`config.mk`:
```
export PLATFORM = sky130hd
export DESIGN_NAME = uart_tx_arbiter_flat
export DESIGN_NICKNAME = d
export VERILOG_FILES = /design/src/rtl/uart_tx_arbiter_if.sv /design/src/rtl/uart_tx_arbiter.sv /design/src/flat_wrapper.sv
export SDC_FILE = /design/constraint.sdc
export NUM_CORES = 1
export LEC_CHECK = 0
export ABC_CLOCK_PERIOD_IN_PS = 2100
export CORE_ASPECT_RATIO = 1.4
export CORE_MARGIN = 4
export CORE_UTILIZATION = 39
export CTS_BUF_LIST = sky130_fd_sc_hd__clkbuf_8
export DETAILED_ROUTE_END_ITERATION = 16
export PLACE_DENSITY = 0.79
export SLEW_MARGIN = 20
export SYNTH_ARGS = -nofsm -noshare
export SYNTH_HDL_FRONTEND = slang
export SYNTH_SLANG_ARGS = --single-unit
```
`constraint.sdc`:
```
create_clock -name clock -period 2.1 [get_ports clock]
set_clock_uncertainty 0.1 [all_clocks]
set_input_delay 0.21 -clock clock [delete_from_list [all_inputs] [get_ports clock]]
set_output_delay 0.21 -clock clock [all_outputs]
set_load 0.05 [all_outputs]
```
`src/rtl/uart_tx_arbiter_if.sv`:
```
// Client-side byte streams and the uart_tx hookup for uart_tx_arbiter.
// master is the arbiter side; slave is the clients plus uart_tx.
interface uart_tx_arbiter_if #(
  parameter int clients = 2
);
  logic [clients-1:0]   tick_req;
  logic [8*clients-1:0] tick_data;
  logic [clients-1:0]   tick_last;
  logic                 tick_clear_to_send;
  logic                 get_send_request;
  logic [7:0]           get_send_data;
  logic [clients-1:0]   get_grant;
  logic [clients-1:0]   get_ack;
  logic [clients-1:0]   get_abort;
  logic                 get_busy;

  modport master (
    input  tick_req,
    input  tick_data,
    input  tick_last,
    input  tick_clear_to_send,
    output get_send_request,
    output get_send_data,
    output get_grant,
    output get_ack,
    output get_abort,
    output get_busy
  );

  modport slave (
    output tick_req,
    output tick_data,
    output tick_last,
    output tick_clear_to_send,
    input  get_send_request,
    input  get_send_data,
    input  get_grant,
    input  get_ack,
    input  get_abort,
    input  get_busy
  );
endinterface

```
`src/rtl/uart_tx_arbiter.sv`:
```
// Packet-granular round-robin sharing of one uart_tx serializer.
// A watchdog revokes the grant of an owner that stalls mid-packet.
module uart_tx_arbiter #(
  parameter int clients        = 2,
  parameter int timeout_cycles = 64
) (
  input logic               clock,
  input logic               tick_reset,
  uart_tx_arbiter_if.master bus
);

  localparam int PW = (clients > 1) ? $clog2(clients) : 1;
  localparam int WW = (timeout_cycles > 0) ?
                      $clog2(timeout_cycles + 1) : 1;

  typedef enum logic [1:0] {
    IDLE,
    GRANT,
    ISSUE,
    SETTLE
  } state_e;

  state_e             state_q;
  logic [PW-1:0]      ptr_q;
  logic [PW-1:0]      own_q;
  logic [WW-1:0]      wdog_q;
  logic               last_q;
  logic               send_req_q;
  logic [7:0]         send_data_q;
  logic [clients-1:0] grant_q;
  logic [clients-1:0] ack_q;
  logic [clients-1:0] abort_q;
  logic               busy_q;

  logic               pick_vld_d;
  logic [PW-1:0]      pick_d;
  logic [PW-1:0]      ptr_nx_d;
  logic               own_req_d;
  logic               own_last_d;
  logic [7:0]         own_data_d;
  logic [WW-1:0]      wdog_inc_d;
  logic               wdog_hit_d;

  // Lowest offset from the pointer wins; request order is irrelevant.
  always_comb begin : pick
    int c;
    c          = 0;
    pick_vld_d = 1'b0;
    pick_d     = '0;
    for (int k = clients - 1; k >= 0; k--) begin
      c = (int'(ptr_q) + k) % clients;
      if (bus.tick_req[PW'(c)]) begin
        pick_vld_d = 1'b1;
        pick_d     = PW'(c);
      end
    end
  end

  assign own_req_d  = bus.tick_req[own_q];
  assign own_last_d = bus.tick_last[own_q];
  assign own_data_d = bus.tick_data[{own_q, 3'b000} +: 8];

  assign ptr_nx_d = (int'(own_q) >= clients - 1) ?
                    '0 : own_q + 1'b1;

  assign wdog_inc_d = (&wdog_q) ? wdog_q : wdog_q + 1'b1;
  assign wdog_hit_d = (timeout_cycles != 0) &&
                      (int'(wdog_inc_d) >= timeout_cycles);

  always_ff @(posedge clock) begin
    if (tick_reset) begin
      state_q     <= IDLE;
      ptr_q       <= '0;
      own_q       <= '0;
      wdog_q      <= '0;
      last_q      <= 1'b0;
      send_req_q  <= 1'b0;
      send_data_q <= '0;
      grant_q     <= '0;
      ack_q       <= '0;
      abort_q     <= '0;
      busy_q      <= 1'b0;
    end else begin
      send_req_q <= 1'b0;
      ack_q      <= '0;
      abort_q    <= '0;
      unique case (state_q)
        IDLE: begin
          if (pick_vld_d) begin
            own_q   <= pick_d;
            grant_q <= clients'(1) << pick_d;
            wdog_q  <= '0;
            busy_q  <= 1'b1;
            state_q <= GRANT;
          end
        end
        GRANT: begin
          if (own_req_d && bus.tick_clear_to_send) begin
            send_req_q  <= 1'b1;
            send_data_q <= own_data_d;
            ack_q       <= clients'(1) << own_q;
            last_q      <= own_last_d;
            wdog_q      <= '0;
            state_q     <= ISSUE;
          end else if (!own_req_d) begin
            wdog_q <= wdog_inc_d;
            if (wdog_hit_d) begin
              abort_q <= clients'(1) << own_q;
              grant_q <= '0;
              ptr_q   <= ptr_nx_d;
              busy_q  <= 1'b0;
              state_q <= IDLE;
            end
          end
        end
        ISSUE: begin
          state_q <= SETTLE;
        end
        SETTLE: begin
          if (last_q) begin
            grant_q <= '0;
            ptr_q   <= ptr_nx_d;
            busy_q  <= 1'b0;
            state_q <= IDLE;
          end else begin
            state_q <= GRANT;
          end
        end
        default: begin
          state_q <= IDLE;
        end
      endcase
    end
  end

  assign bus.get_send_request = send_req_q;
  assign bus.get_send_data    = send_data_q;
  assign bus.get_grant        = grant_q;
  assign bus.get_ack          = ack_q;
  assign bus.get_abort        = abort_q;
  assign bus.get_busy         = busy_q;

endmodule

```
`src/flat_wrapper.sv`:
```
// flat-port wrapper written by rule: the top's interface ports become plain ports
module uart_tx_arbiter_flat 
#(
  parameter int clients        = 2,
  parameter int timeout_cycles = 64
)
  (clock, tick_reset, bus_tick_req, bus_tick_data, bus_tick_last, bus_tick_clear_to_send, bus_get_send_request, bus_get_send_data, bus_get_grant, bus_get_ack, bus_get_abort, bus_get_busy);
  uart_tx_arbiter_if #(.clients(clients)) bus_i ();
  input logic clock;
  input logic tick_reset;
  input wire logic [$bits(bus_i.tick_req)-1:0] bus_tick_req;
  input wire logic [$bits(bus_i.tick_data)-1:0] bus_tick_data;
  input wire logic [$bits(bus_i.tick_last)-1:0] bus_tick_last;
  input wire logic [$bits(bus_i.tick_clear_to_send)-1:0] bus_tick_clear_to_send;
  output wire logic [$bits(bus_i.get_send_request)-1:0] bus_get_send_request;
  output wire logic [$bits(bus_i.get_send_data)-1:0] bus_get_send_data;
  output wire logic [$bits(bus_i.get_grant)-1:0] bus_get_grant;
  output wire logic [$bits(bus_i.get_ack)-1:0] bus_get_ack;
  output wire logic [$bits(bus_i.get_abort)-1:0] bus_get_abort;
  output wire logic [$bits(bus_i.get_busy)-1:0] bus_get_busy;
  assign bus_i.tick_req = bus_tick_req;
  assign bus_i.tick_data = bus_tick_data;
  assign bus_i.tick_last = bus_tick_last;
  assign bus_i.tick_clear_to_send = bus_tick_clear_to_send;
  assign bus_get_send_request = bus_i.get_send_request;
  assign bus_get_send_data = bus_i.get_send_data;
  assign bus_get_grant = bus_i.get_grant;
  assign bus_get_ack = bus_i.get_ack;
  assign bus_get_abort = bus_i.get_abort;
  assign bus_get_busy = bus_i.get_busy;
  uart_tx_arbiter #(.clients(clients), .timeout_cycles(timeout_cycles)) u_core (.clock(clock), .tick_reset(tick_reset), .bus(bus_i));
endmodule
```
==> results of run 1 <==
## cells in the mapped netlist, drive strengths merged, types with 2 or more instances
cell,instances
nand2b,2
a31oi,3
nor3b,4
inv,4
buf,3
mux2i,10
nand2,7
a21boi,3
nor2b,3
a211oi,10
nand3,6
clkbuf,6
dfxtp,28
a21oi,5
mux2,2
and3,4
o31ai,2
a311oi,2
nor2,17
o21ai,9
nor3,3
## placed cells by master, fill, tap and decap left out, drive strengths merged, types with 5 or more instances in the layout
cell type | netlist | layout
a211oi | 10 | 10
buf | 3 | 15
nand3 | 6 | 6
o21ai | 9 | 9
mux2i | 10 | 10
nor2 | 17 | 17
nand2 | 7 | 7
clkdlybuf4s50 | 0 | 38
a21oi | 5 | 5
dfxtp | 28 | 28
## metrics by stage
stage	std cells	hold WS, ns	setup slack (ns)
6_report	235	0.384	0.164
5_1_grt	235	0.392	0.110
4_1_cts	235	0.381	0.157
3_5_place_dp	231	0.368	-0.0736
3_3_place_gp	231	0.361	-0.0622
2_1_floorplan	148	0.281	0.0931
## critical path: cells and delay by family, from the launching register on
family          cells  cell delay, ns
flops               1            0.38
simple gates        1            0.51
mux                 1            0.32
compound gates      2            0.56
## per-layer routing
metal / share of wire, % / vias up / routed length [microns] / global-route usage (%)
met3: 7.4 / 9 / 246 / 4.03
met4: 2.9 / 0 / 97 / 6.96
li1: - / 644 / - / -
met1: 39 / 608 / 1310 / 16.6
met2: 50 / 53 / 1670 / 27.6
met5: 0 / - / 0 / 0
## where the power goes
group	leakage, nW	switching [mW]	total, mW	internal, mW
combinational	0.430	0.134	0.257	0.124
sequential	0.227	0.0174	0.569	0.552
clock	0.0288	0.165	0.333	0.168
total	0.686	0.316	1.16	0.844
## kinds of logic (layout without fill, tap and decap cells)
family,after synthesis,in the layout,synth area share (%)
multiplexers,12,12,9.58
adder cells (fa/ha/maj),1,1,0.949
AO/OA/AOI/OAI,42,42,22.6
flip-flops,28,28,42.5
buffers and inverters,13,61,4.36
AND/OR/NAND/NOR,52,52,20.0
## registers in the layout (all words and copies together), names as in the netlist, named ones only
name / count
u_core.bus.get_send_data: 8
u_core.last_q: 1
u_core.wdog_q: 7
u_core.bus.get_busy: 1
u_core.ptr_q: 1
u_core.bus.get_abort: 2
u_core.bus.get_grant: 2
u_core.bus.get_send_request: 1
u_core.bus.get_ack: 2
u_core.state_q: 1
u_core.own_q: 1
## path summary, 6_finish.rpt
path / end / cells past startpoint / slack, ns
worst max register to register: u_core.wdog_q[3] / 4 / 0.16
worst min-delay path: u_core.bus.get_grant[1] / 2 / 0.38
worst min register to register: u_core.bus.get_grant[1] / 2 / 0.38
worst max-delay path: u_core.wdog_q[3] / 4 / 0.16
## final cells by class
| type | instances | area, sq um | share of cell area (%) |
|---|---|---|---|
| multi-input cells | 107 | 701 | 37.4 |
| flip-flops and latches | 28 | 561 | 29.9 |
| repair buffers | 53 | 493 | 26.3 |
| clock buffers | 4 | 55.1 | 2.94 |
| well taps | 39 | 48.8 | 2.61 |
| inverters | 4 | 15.0 | 0.802 |
==> impl_metrics.ini, run 1 <==
[status]
status = finished clean

[pwr]
p_leak_nw = 0.686
pwr_density_cell_nw_per_um2 = 619
power.total_mw = 1.16
ir_drop_mv = 0.384

[global_routing]
grt_util_all_layers_pct = 15.5
grt_pass1_wl_microns = 5520
antenna_found_initial = 0
grt_pass1_vias = 1276
grt_start_max_net_pins = 16
grt_overflow = 0

[yosys]
synth_edf_count = 0
syn_nets = 172
yosysTopAreaCellShare_pct = 42.5
async_flop_share_pct = 0
synth.distinct_cells = 40
yosys-top-cells-area = dfxtp_1, mux2i_1, a211oi_1, nor2_1, o21ai_0
syn-instance-count = 148
syn_avg_cell_area_sq_um = 8.91
yosysSeqAreaShare_pct = 42.5
synth_ff_type = dfxtp_1
yosys.area.top_type = dfxtp_1
synth_seq_cells = 28
synth_warnings = 0
syn_area_sq_um = 1320

[clocking]
hold_buffers = 0
cts_setup_buffers = 0
cts_resized = 0
numClockSinks = 28
htree_levels = 1
cts_made_buffers = 3
cts_buffer_depth = 2
cts.clk_slew.worst_paths_ns = 0.09
cts_root_buffer = clkbuf_8
clkLatencyLatePin_ns = 0.27
cts_tree = yes

[drt]
vias = 1314
vias_per_cell = 5.59
drc = 0
ant_nets = 0
finalWirelength_microns = 3320
drt_iter0_drc = 36
dr.pass1.iters = 4
route.detailed.wl_per_inst_microns = 14.1

[setup_path]
cp-end-kind = flop
crit_start = u_core.own_q
crit_path_top_delay_cell = or4_1
cp.required_ns = 2.21
rr_startpoint = u_core.own_q
worstSetupPathType = reg2reg
start_kind = flop
worst-path-max-fanout = 4
critPathMaxStageDelay_ns = 0.51
arrival_ns = 2.05
timing.critical_path.cells = mux2_4 -> a311o_4 -> or4_1 -> a21boi_1

[sta]
final_hold_viol_count = 0
min_period_ns = 1.94
final_max_slew_viol_count = 0
fin_crit_sh_pct = 92.2
fin_tns_setup_ns = 0
rsz0062_at_grt = no
setup_viol = 0
tightest_slew_ns = 0.522
max_freq_mhz = 517
slew_headroom_pct = 65.1

[placed_design]
port_buffers = 38
dpl.hpwl_microns = 2570
gp_congestion = 0.903
postPlaceCellArea_sq_um = 1820

[cells_and_area]
final_layout_size_suffix_gt1_share_pct = 11.2
area_growth_pct = 42.0
final_cell_area_sq_um = 1870
fin_nets = 221
diodes = 0
postLayoutCoreUtil_pct = 58.8
fill_cells = 287

[floorplan]
coreArea_sq_um = 3180
die_h_microns = 76.8
die_area_sq_um = 4390
placementRows = 24
die_w_microns = 57.1
start_util_pct = 41.4
ios = 39

[hold_path]
hold_path.class = reg2reg
hold_start = u_core.bus.get_grant[1]

[flow_run]
maxCapViolCount = 0
Note: power is estimated with default switching activity, not from simulation.
==> inputs of run 2 (changes only) <==
==> constraint.sdc (replaced) <==
create_clock -name clock -period 2.1 [get_ports clock]
set_clock_uncertainty 0.1 [all_clocks]
set_input_delay 0.42 -clock clock [delete_from_list [all_inputs] [get_ports clock]]
set_output_delay 0.42 -clock clock [all_outputs]
set_load 0.05 [all_outputs]
==> impl_metrics.ini, run 2 (synthesized netlist as in run 1, its figures left out) <==
[sta]
min_period_ns = 2.04
slew_headroom_pct = 65.7
rsz0062_at_grt = no
final_max_slew_viol_count = 0
fin_crit_sh_pct = 97.4
final_hold_viol_count = 0
tightest_slew_ns = 0.512
fin_tns_setup_ns = 0
setup_viol = 0
max_freq_mhz = 489
whs_ns = 0.388

[global_routing]
grt_start_max_net_pins = 20
grt_pass1_vias = 1297
grt_overflow = 0
grt_util_all_layers_pct = 14.9
grt_pass1_wl_microns = 5430
antenna_found_initial = 0

[cells_and_area]
final_common_cell = clkdlybuf4s50_1
largest_reg_flops = 8
fin_nets = 220
postLayoutCoreUtil_pct = 59.2
area_growth_pct = 42.9
mostFrequentLayoutCells = clkdlybuf4s50_1, dfxtp_1, nor2_1
fill_cells = 284
diodes = 0
final_layout_size_suffix_gt1_share_pct = 11.8

[floorplan]
placementRows = 24
die_h_microns = 76.8
die_area_sq_um = 4390
ios = 39
start_util_pct = 41.4
coreArea_sq_um = 3180
die_w_microns = 57.1

[setup_path]
cp.required_ns = 2.21
worstSetupPathType = in2reg
worst-path-max-fanout = 4
cp-end-kind = flop
start_kind = input pin
critPathMaxStageDelay_ns = 0.52
arrival_ns = 2.16
timing.critical_path.cells = clkdlybuf4s50_1 -> mux2_4 -> a311o_4 -> or4_4 -> a21boi_2
crit_path_top_delay_cell = or4_4

[clocking]
numClockSinks = 28
htree_levels = 1
clkLatencyLatePin_ns = 0.27
cts.clk_slew.worst_paths_ns = 0.09
cts_made_buffers = 3
cts_root_buffer = clkbuf_8
cts_tree = yes
cts_buffer_depth = 2

[drt]
finalWirelength_microns = 3320
vias_per_cell = 5.48
route.detailed.wl_per_inst_microns = 14.2
drc = 0
vias = 1282
ant_nets = 0
dr.pass1.iters = 6
drt_iter0_drc = 22

[placed_design]
dpl.hpwl_microns = 2670
gp_congestion = 0.876
port_buffers = 38

[flow_run]
maxCapViolCount = 0

[pwr]
p_leak_nw = 0.687
pwr_density_cell_nw_per_um2 = 612
ir_drop_mv = 0.478

[status]
status = finished clean

[hold_path]
hold_path.class = reg2reg
-- run 2: what timing repair did --
| action | CTS | global route |
|---|---|---|
| hold buffers | 0 | 0 |
| endpoints found under the setup margin | 1 | 1 |
| buffers inserted | 0 | 0 |
| gates resized for setup | 2 | 1 |
| pin swaps | 0 | 1 |
-- run 2: power breakdown --
| part | internal [mW] | switching (mW) | total [mW] |
|---|---|---|---|
| Combinational | 0.123 | 0.129 | 0.252 |
| Sequential | 0.552 | 0.0213 | 0.573 |
| Clock | 0.168 | 0.161 | 0.328 |
| Total | 0.842 | 0.311 | 1.15 |
-- run 2: final timing paths --
kind,end,from,slack [ns],depth (start not counted)
setup / recovery,u_core.wdog_q[3],bus_tick_req[1],0.06,5
setup reg to reg,u_core.wdog_q[3],u_core.own_q,0.18,4
hold reg to reg,u_core.bus.get_grant[1],u_core.bus.get_grant[1],0.39,2
hold / removal,u_core.bus.get_grant[1],u_core.bus.get_grant[1],0.39,2
-- run 2: worst max-delay path: cells and delay by family --
| family | cells | cell delay (ns) |
|---|---|---|
| mux | 1 | 0.28 |
| compound gates | 2 | 0.52 |
| simple gates | 1 | 0.52 |
| buf+inv | 1 | 0.41 |
-- run 2: metal layers --
metal	share of wire, %	track usage, %	vias to the layer above
li1	-	-	638
met3	6.7	3.36	6
met4	1.7	4.87	0
met2	52	26.4	54
met1	40	17.2	584
met5	0	0	-
-- run 2: metrics by stage --
stage,instance area [sq um],std cells,power [mW],setup slack (ns)
finish,1880,234,1.15,0.0551
global route,1880,234,1.20,0.0159
CTS,1880,234,1.16,0.00898
detailed placement,1820,230,0.838,-0.324
global placement,1820,230,0.828,-0.269
floorplan,1320,148,0.717,0.0931
-- run 2: area by class of cell --
type | count | area, sq um | share of cell area [%]
flip-flops and latches | 28 | 561 | 29.7
clock buffers | 4 | 55.1 | 2.92
inverters | 4 | 15.0 | 0.797
repair buffers | 52 | 497 | 26.4
multi-input cells | 107 | 708 | 37.6
well taps | 39 | 48.8 | 2.59
==> inputs of run 3 (changes only) <==
Settings changed: ABC_CLOCK_PERIOD_IN_PS 2100 to 1700.
Clock period 2.1 ns to 1.7 ns, I/O delays scaled along.
==> impl_metrics.ini, run 3 (synthesized netlist as in run 1, its figures left out) <==
[sta]
slew_headroom_pct = 76.0
final_max_slew_viol_count = 0
fin_crit_sh_pct = 101
final_hold_viol_count = 0
setup_viol = 2
rsz0062_at_grt = yes
tightest_slew_ns = 0.360
max_freq_mhz = 583
fin_ws_ns = -0.0164
fin_tns_setup_ns = -0.0196
min_period_ns = 1.72

[global_routing]
grt_start_max_net_pins = 20
antenna_found_initial = 0
grt_pass1_wl_microns = 6020
grt_util_all_layers_pct = 16.8
grt_overflow = 0
grt_pass1_vias = 1395

[cells_and_area]
area_growth_pct = 47.2
postLayoutCoreUtil_pct = 61.0
largest_reg_flops = 8
final_common_cell = buf_4
finalNonFillerCells = 239
fin_nets = 226
final_layout_size_suffix_gt1_share_pct = 26.5
diodes = 0
mostFrequentLayoutCells = buf_4, dfxtp_1, clkdlybuf4s50_1

[setup_path]
start_kind = flop
cp-end-kind = flop
arrival_ns = 1.83
worst-path-max-fanout = 5
worstSetupPathType = reg2reg
cp.required_ns = 1.81
rrSetupSlack_ns = -0.02

[floorplan]
die_h_microns = 76.8
die_area_sq_um = 4390
die_w_microns = 57.1
ios = 39
start_util_pct = 41.4
placementRows = 24
coreArea_sq_um = 3180

[clocking]
cts_root_buffer = clkbuf_8
clkLatencyLatePin_ns = 0.27
cts.clk_slew.worst_paths_ns = 0.09
numClockSinks = 28
cts_made_buffers = 3
htree_levels = 1
cts_buffer_depth = 2
cts_tree = yes

[drt]
drt_iter0_drc = 41
route.detailed.wl_per_inst_microns = 15.2
finalWirelength_microns = 3640
ant_nets = 0
vias = 1342
dr.pass1.iters = 4
vias_per_cell = 5.62
drc = 0

[placed_design]
dpl.hpwl_microns = 2730
post-place-cells = 233
gp_congestion = 0.877
port_buffers = 38

[status]
failed_checks = setup timing
status = complete, but fails checks

[pwr]
pwr_density_cell_nw_per_um2 = 729
ir_drop_mv = 0.521
p_leak_nw = 0.757

[flow_run]
maxCapViolCount = 0

[hold_path]
hold_path.class = reg2reg
## run 3: cell count changes in the layout (fill, tap and decap cells not counted), moves of 2 or more
| cell | before | now |
|---|---|---|
| buf_12 | 1 | 4 |
| a21boi_0 | 2 | 0 |
| nor3b_2 | 0 | 2 |
| nor3b_1 | 4 | 2 |
| a21boi_1 | 0 | 2 |
| clkdlybuf4s50_1 | 37 | 19 |
| buf_4 | 13 | 32 |
| dlygate4sd2_1 | 1 | 3 |
## run 3: layout make-up
cell class	count	area, sq um
Fill cell	278	1240
Tap cell	39	48.8
Timing Repair Buffer	58	537
Multi-Input combinational cell	107	737
Inverter	4	15.0
Clock buffer	3	41.3
Sequential cell	28	562
## run 3: final timing paths
kind | startpoint | end | cells after the start
max | u_core.own_q | u_core.wdog_q[3] | 4
min | u_core.bus.get_grant[1] | u_core.bus.get_grant[1] | 2
max reg2reg | u_core.own_q | u_core.wdog_q[3] | 4
min reg2reg | u_core.bus.get_grant[1] | u_core.bus.get_grant[1] | 2
## run 3: critical path, cell delays in order (launching register included)
cell      delay [ns]
dfxtp_2         0.35
mux2_4          0.31
a311o_4         0.34
or4_4           0.42
a21boi_2        0.13
## run 3: routing by layer
| layer | vias up | global-route usage [%] | wire length (microns) |
|---|---|---|---|
| met4 | 0 | 8.82 | 78 |
| li1 | 646 | - | - |
| met1 | 631 | 17.1 | 1330 |
| met3 | 11 | 4.87 | 256 |
| met5 | - | 0 | 0 |
| met2 | 54 | 30.1 | 1980 |
## run 3: stage by stage
step           instance area, sq um  hold slack (ns)  total power, mW  setup WS (ns)
6_report                       1940            0.412             1.42        -0.0164
5_1_grt                        1940            0.436             1.48        -0.0514
4_1_cts                        1910            0.413             1.42        -0.0281
3_5_place_dp                   1840            0.399             1.06         -0.502
3_3_place_gp                   1840            0.389             1.05         -0.467
2_1_floorplan                  1320            0.362            0.886         -0.146
## run 3: power by group
| part | leakage [nW] | internal, mW | total (mW) | switching, mW |
|---|---|---|---|---|
| sequential | 0.228 | 0.682 | 0.709 | 0.0275 |
| clock | 0.0216 | 0.159 | 0.355 | 0.196 |
| combinational | 0.507 | 0.178 | 0.351 | 0.174 |
| total | 0.757 | 1.02 | 1.42 | 0.397 |
## run 3: what timing repair did
| item | 4_1_cts | 5_1_grt |
|---|---|---|
| hold buffers | 0 | 0 |
| resized for setup | 5 | 9 |
| setup buffers | 3 | 0 |
| setup endpoints to repair | 12 | 12 |
| pin swaps | 4 | 2 |
| endpoints found under the hold margin | 0 | 0 |
